### src/rtl/div_iter_if.sv
// div_iter_if: request/response bundle between the EX stage and the iterative divider
interface div_iter_if;
  logic        start;
  logic [1:0]  op;
  logic [31:0] src0;
  logic [31:0] src1;
  logic        flush;
  logic        busy;
  logic        done;
  logic [31:0] res;
  modport master (output start, op, src0, src1, flush, input busy, done, res);
  modport slave  (input start, op, src0, src1, flush, output busy, done, res);
endinterface

### src/rtl/div_iter_unit.sv
// div_iter_unit: 32-cycle restoring divider for LA32R div.w/mod.w/div.wu/mod.wu
module div_iter_unit #(
  parameter int          WIDTH     = 32,
  parameter logic [31:0] DIV0_QUOT = 32'hFFFF_FFFF
) (
  input logic      clk,
  input logic      rstn,
  div_iter_if.slave bus
);
  typedef enum logic [2:0] {IDLE, PREP, CALC, FIX, DONE} state_t;
  state_t           state_q;
  logic [1:0]       op_q;
  logic [WIDTH-1:0] a0_q, dvs_q, rem_q, quo_q, res_q;
  logic [4:0]       cnt_q;
  logic             sq_q, sr_q, div0_q, busy_q, done_q;
  logic             na, nb, take;
  logic [WIDTH-1:0] abs_a, abs_b, rem_sh, quo_n, rem_n, quot, remd;
  logic [WIDTH:0]   sum;
  // operand conditioning, the single trial-subtract adder and sign/div0 fix-up
  always_comb begin
    na     = ~op_q[1] & a0_q[WIDTH-1];
    nb     = ~op_q[1] & dvs_q[WIDTH-1];
    abs_a  = na ? ~a0_q + 1'b1 : a0_q;
    abs_b  = nb ? ~dvs_q + 1'b1 : dvs_q;
    rem_sh = {rem_q[WIDTH-2:0], quo_q[WIDTH-1]};
    sum    = {1'b0, rem_sh} + {1'b0, ~dvs_q} + {{WIDTH{1'b0}}, 1'b1};
    // a bit shifted out of rem means the partial remainder already exceeds any divisor
    take   = sum[WIDTH] | rem_q[WIDTH-1];
    quo_n  = sq_q ? ~quo_q + 1'b1 : quo_q;
    rem_n  = sr_q ? ~rem_q + 1'b1 : rem_q;
    quot   = div0_q ? DIV0_QUOT : quo_n;
    remd   = div0_q ? a0_q : rem_n;
  end
  // control FSM with registered busy/done/res; flush aborts any non-idle state
  always_ff @(posedge clk or negedge rstn) begin
    if (!rstn) begin
      state_q <= IDLE;
      op_q    <= '0;
      a0_q    <= '0;
      dvs_q   <= '0;
      rem_q   <= '0;
      quo_q   <= '0;
      res_q   <= '0;
      cnt_q   <= '0;
      sq_q    <= 1'b0;
      sr_q    <= 1'b0;
      div0_q  <= 1'b0;
      busy_q  <= 1'b0;
      done_q  <= 1'b0;
    end else begin
      done_q <= 1'b0;
      if (state_q != IDLE && bus.flush) begin
        state_q <= IDLE;
        busy_q  <= 1'b0;
      end else begin
        case (state_q)
          IDLE: if (bus.start && !bus.flush) begin
            state_q <= PREP;
            busy_q  <= 1'b1;
            op_q    <= bus.op;
            a0_q    <= bus.src0;
            dvs_q   <= bus.src1;
          end
          PREP: begin
            quo_q   <= abs_a;
            dvs_q   <= abs_b;
            rem_q   <= '0;
            sq_q    <= na ^ nb;
            sr_q    <= na;
            div0_q  <= dvs_q == '0;
            cnt_q   <= '0;
            state_q <= CALC;
          end
          CALC: begin
            rem_q   <= take ? sum[WIDTH-1:0] : rem_sh;
            quo_q   <= {quo_q[WIDTH-2:0], take};
            cnt_q   <= cnt_q + 5'd1;
            state_q <= cnt_q == 5'd31 ? FIX : CALC;
          end
          FIX: begin
            res_q   <= op_q[0] ? remd : quot;
            done_q  <= 1'b1;
            state_q <= DONE;
          end
          default: begin
            busy_q  <= 1'b0;
            state_q <= IDLE;
          end
        endcase
      end
    end
  end
  assign bus.busy = busy_q;
  assign bus.done = done_q;
  assign bus.res  = res_q;
endmodule

### src/flat_wrapper.sv
// flat-port wrapper written by rule: the top's interface ports become plain ports
module div_iter_unit_flat 
#(
  parameter int          WIDTH     = 32,
  parameter logic [31:0] DIV0_QUOT = 32'hFFFF_FFFF
)
  (clk, rstn, bus_start, bus_op, bus_src0, bus_src1, bus_flush, bus_busy, bus_done, bus_res);
  div_iter_if bus_i ();
  input logic clk;
  input logic rstn;
  input wire logic [$bits(bus_i.start)-1:0] bus_start;
  input wire logic [$bits(bus_i.op)-1:0] bus_op;
  input wire logic [$bits(bus_i.src0)-1:0] bus_src0;
  input wire logic [$bits(bus_i.src1)-1:0] bus_src1;
  input wire logic [$bits(bus_i.flush)-1:0] bus_flush;
  output wire logic [$bits(bus_i.busy)-1:0] bus_busy;
  output wire logic [$bits(bus_i.done)-1:0] bus_done;
  output wire logic [$bits(bus_i.res)-1:0] bus_res;
  assign bus_i.start = bus_start;
  assign bus_i.op = bus_op;
  assign bus_i.src0 = bus_src0;
  assign bus_i.src1 = bus_src1;
  assign bus_i.flush = bus_flush;
  assign bus_busy = bus_i.busy;
  assign bus_done = bus_i.done;
  assign bus_res = bus_i.res;
  div_iter_unit #(.WIDTH(WIDTH), .DIV0_QUOT(DIV0_QUOT)) u_core (.clk(clk), .rstn(rstn), .bus(bus_i));
endmodule
### config.mk
export PLATFORM = sky130hd
export DESIGN_NAME = div_iter_unit_flat
export DESIGN_NICKNAME = d
export VERILOG_FILES = /design/src/rtl/div_iter_if.sv /design/src/rtl/div_iter_unit.sv /design/src/flat_wrapper.sv
export SDC_FILE = /design/constraint.sdc
export NUM_CORES = 1
export LEC_CHECK = 0
export ABC_AREA = 1
export CAP_MARGIN = 15
export CORE_MARGIN = 8
export CORE_UTILIZATION = 45
export DETAILED_ROUTE_END_ITERATION = 8
export GPL_ROUTABILITY_DRIVEN = 0
export PLACE_DENSITY = 0.7
export REMOVE_ABC_BUFFERS = 1
export SYNTH_ARGS = -nofsm -noshare
export SYNTH_HDL_FRONTEND = slang
export SYNTH_SLANG_ARGS = --single-unit
### constraint.sdc
create_clock -name clk -period 2.3 [get_ports clk]
set_input_delay 0.23 -clock clk [delete_from_list [all_inputs] [get_ports clk]]
set_output_delay 0.23 -clock clk [all_outputs]
set_load 0.02 [all_outputs]
==> impl_summary.log <==
INFO  metric total_wire_length = 49700 µm
INFO  metric synth-adder-area-share = 3.52%
INFO  metric max_cap_violations = 0
INFO  metric drt-vias-per-instance = 5.63
INFO  metric critical_path.cell_chain = ha_4 > fa_2 > inv_2 > nand3_2 > nand3_2 > nand2_1 > nand2_2 > nand2_2 > nand2_4 > nand3_4 > nand2_8 > buf_6 > nand3_1 > nand3_1 > nand2_1
INFO  metric max-clock-path-buffers = 2
INFO  metric power_density = 1460 nW/µm²
INFO  metric grt_max_degree = 58
INFO  metric gr-total-overflow = 0
INFO  metric final_area = 17200 µm²
INFO  metric synth_compound_gate_area_share = 15.3%
INFO  metric initial_core_util = 45.9%
INFO  metric final_critical_path_setup_slack = 0.0811 ns
INFO  metric row_cnt = 64
INFO  metric postSynthRegisterBits = 175
INFO  metric routed-via-count = 15968
INFO  metric floorplan.io_pins = 104
INFO  metric setup.worst_path.end_class = flip-flop
INFO  metric synth_sequential_area_ratio = 31.1%
INFO  metric synth-edff-count = 0
INFO  metric maxClockFrequency = 451 MHz
INFO  metric yosys_warnings = 0
INFO  metric netlist_area_before_placement = 14100 µm²
INFO  metric slew-limit-headroom = 55.4%
INFO  metric post-place-cells = 2784
INFO  metric area_growth = 22.6%
INFO  metric place_hpwl = 37400 µm
INFO  metric port_buffers = 103
INFO  metric peakVddDrop = 0.723 mV
INFO  metric route.antenna.remaining_nets = 0
INFO  metric cts_num_sinks = 175
INFO  metric synth_simple_gate_area_share = 37.9%
INFO  metric num_antenna_cells = 0
INFO  metric groute.usage.overall = 26.4%
INFO  metric cts-buffers-inserted = 17
INFO  metric tightestPinTransition = 0.664 ns
INFO  metric timing.critical_path.fanout_max = 7
INFO  metric critical_path.max_stage_delay = 0.42 ns
INFO  metric vias_in_the_first_global_route = 15033
INFO  metric totalNegativeSetupSlack = 0 ns
INFO  metric floorplan.core_area = 30700 µm²
INFO  metric syn-mean-instance-area = 6.25 µm²
INFO  metric fin_worst_skew = 0.00997 ns
INFO  metric num-nets-final = 2537
INFO  metric dominant_combinational_cell_family_by_area_after_synthesis = simple AND/OR/NAND/NOR gates
INFO  metric worst_ep_arrival_time = 2.56 ns
INFO  metric tritoncts_clock_tree = built
INFO  metric final_max_slew_viol_count = 0
INFO  metric dieHeight = 193 µm
INFO  metric placement.setup.worst_slack = -0.0233 ns
INFO  metric grt_antenna_before_repair = 0
INFO  metric netlist-cell-type-count = 49
INFO  metric hold_viol_final = 0
INFO  metric yosys_most_used_dff = sky130_fd_sc_hd__dfrtp_1
INFO  metric die-width = 193 µm
INFO  metric routedWlPerCell = 17.5 µm
INFO  metric worstSetupPathType = flip-flop to flip-flop
INFO  metric cts-htree-levels = 4
INFO  metric finalCritPeriodShare = 96.5%
INFO  metric place_area = 16200 µm²
INFO  metric worst_path_max_delay_cell = sky130_fd_sc_hd__dfrtp_1
INFO  metric grt_first_pass_wirelength = 78100 µm
INFO  metric cts_root_buffer = sky130_fd_sc_hd__clkbuf_16
INFO  metric total_die_area = 37200 µm²
INFO  metric hold_path_class = input pin to asynchronous set/reset pin
INFO  metric setup.worst_path.start_class = flip-flop
INFO  metric clkLatencyLatePin = 0.45 ns
INFO  metric finalSetupViolations = 0
INFO  metric postSynthCellCount = 2252
INFO  metric synthMuxAreaShare = 0%
INFO  metric worst_setup_hold_path_clk_slew = 0.07 ns
INFO  metric period_needed = 2.22 ns
INFO  metric finish.cell_count_without_fillers = 2837
INFO  metric status = completed
INFO  metric power.leakage = 8.73 nW
INFO  metric total_power_consumption = 25.2 mW
INFO  metric drt-initial-drc-count = 1716
INFO  metric post_synth_xor_area_fraction = 2.37%
INFO  metric rsz0062_at_grt = yes
INFO  metric required = 2.65 ns
INFO  metric asyncSetResetFlopFracSynth = 100%
INFO  metric post-route-drc-count = 0
INFO  metric drt_pass1_iterations = 6
INFO  metric drive_above_1_share = 11.3%
-- repair_timing --
item	4_1_cts	5_1_grt
setup buffers	1	18
endpoints found under the hold margin	54	0
cloned	0	1
resized for setup	1	60
pin swaps	2	6
hold buffers	1	0
endpoints found under the setup margin	29	42
-- placed cells by master (no fill, tap or decap), types with 21 or more instances in the layout --
master	synthesis	final
sky130_fd_sc_hd__nor2_1	247	241
sky130_fd_sc_hd__a21oi_1	131	124
sky130_fd_sc_hd__o21ai_0	163	158
sky130_fd_sc_hd__ha_1	38	24
sky130_fd_sc_hd__nor3_1	28	26
sky130_fd_sc_hd__dfrtp_1	175	175
sky130_fd_sc_hd__clkdlybuf4s50_1	0	102
sky130_fd_sc_hd__nand2_2	17	21
sky130_fd_sc_hd__nand3_1	178	170
sky130_fd_sc_hd__buf_4	4	114
sky130_fd_sc_hd__inv_1	262	255
sky130_fd_sc_hd__o21ai_1	21	26
sky130_fd_sc_hd__nand4_1	30	30
sky130_fd_sc_hd__nand2_1	718	714
sky130_fd_sc_hd__o211ai_1	34	34
-- metrics by stage --
step                hold WS (ns)  util [%]
floorplan                -0.0656         -
global placement           0.246      52.7
detailed placement         0.247      52.7
CTS                        0.299      54.8
global route               0.313      56.2
finish                     0.318      56.2
-- registers in the layout (all words and copies together) (netlist names) --
| register | cells |
|---|---|
| u_core.sr_q | 1 |
| u_core.quo_q | 32 |
| u_core.sq_q | 1 |
| u_core.cnt_q | 5 |
| u_core.bus.done | 1 |
| u_core.dvs_q | 32 |
| u_core.rem_q | 32 |
| u_core.state_q | 3 |
| u_core.div0_q | 1 |
| u_core.op_q | 2 |
| u_core.bus.res | 32 |
| u_core.bus.busy | 1 |
| u_core.a0_q | 32 |
-- routing by layer --
layer	track usage (%)	vias to the layer above	share of wire [%]	wire length, µm
li1	-	7635	-	-
met1	34.0	7360	42	20700
met2	42.5	827	45	22500
met3	3.94	146	8.2	4080
met4	13.7	0	4.8	2400
met5	0	-	0	0
-- power by group --
part	internal (mW)	switching, mW	leakage [nW]
logic	5.92	10.5	6.21
registers	4.35	1.20	2.22
clock network	1.77	1.42	0.300
total	12.0	13.1	8.73
-- worst paths after layout --
path,from,end,slack [ns],depth (start not counted)
hold reg to reg,u_core.bus.res[11],u_core.bus.res[11],0.48,2
min in group clk,bus_op[1],u_core.op_q[1],0.32,3
setup / recovery,u_core.dvs_q[0],u_core.rem_q[27],0.08,15
setup reg to reg,u_core.dvs_q[0],u_core.rem_q[27],0.08,15
max in group asynchronous,rstn,u_core.dvs_q[20],1.31,3
hold / removal,rstn,u_core.bus.res[6],0.32,2
-- worst max-delay path, delay by kind of cell (launching register included) --
family	cells	cell delay, ns
simple gates	11	0.92
flops	1	0.42
fa+ha+maj	2	0.55
buf+inv	2	0.21
-- cell usage after synthesis (6+ instances only) --
| master | count | area share (%) |
|---|---|---|
| sky130_fd_sc_hd__clkbuf_1 | 50 | 1.3 |
| sky130_fd_sc_hd__o31ai_1 | 6 | 0.32 |
| sky130_fd_sc_hd__inv_1 | 262 | 7.0 |
| sky130_fd_sc_hd__ha_1 | 38 | 3.4 |
| sky130_fd_sc_hd__nand3_2 | 12 | 0.85 |
| sky130_fd_sc_hd__o21ai_0 | 163 | 5.8 |
| sky130_fd_sc_hd__xnor2_1 | 19 | 1.2 |
| sky130_fd_sc_hd__a21oi_1 | 131 | 4.7 |
| sky130_fd_sc_hd__buf_2 | 13 | 0.46 |
| sky130_fd_sc_hd__nand2_1 | 718 | 19 |
| sky130_fd_sc_hd__inv_2 | 8 | 0.21 |
| sky130_fd_sc_hd__nand4_1 | 30 | 1.3 |
| sky130_fd_sc_hd__o221ai_1 | 7 | 0.44 |
| sky130_fd_sc_hd__xor2_1 | 19 | 1.2 |
| sky130_fd_sc_hd__a31oi_1 | 10 | 0.44 |
| sky130_fd_sc_hd__dfrtp_1 | 175 | 31 |
| sky130_fd_sc_hd__nor2_2 | 16 | 0.71 |
| sky130_fd_sc_hd__o211ai_1 | 34 | 1.8 |
| sky130_fd_sc_hd__nand3_1 | 178 | 6.3 |
| sky130_fd_sc_hd__nor2_1 | 247 | 6.6 |
| sky130_fd_sc_hd__o21ai_1 | 21 | 0.75 |
| sky130_fd_sc_hd__nand2_2 | 17 | 0.76 |
| sky130_fd_sc_hd__nor3_1 | 28 | 1.0 |
-- cells by family after synthesis --
| logic type | Yosys count |
|---|---|
| simple gates | 1261 |
| compound gates | 390 |
| buf+inv | 349 |
| flops | 175 |
| fa+ha+maj | 39 |
| xor+xnor | 38 |
-- layout make-up --
| cell class | count | area, µm² |
|---|---|---|
| well taps | 396 | 495 |
| clock inverters | 13 | 176 |
| inverters | 275 | 1040 |
| repair buffers | 231 | 2150 |
| clock buffers | 19 | 443 |
| multi-input cells | 1728 | 8560 |
| fillers | 2941 | 13400 |
| flip-flops and latches | 175 | 4380 |
No activity file was read; power rests on OpenSTA's default activity.
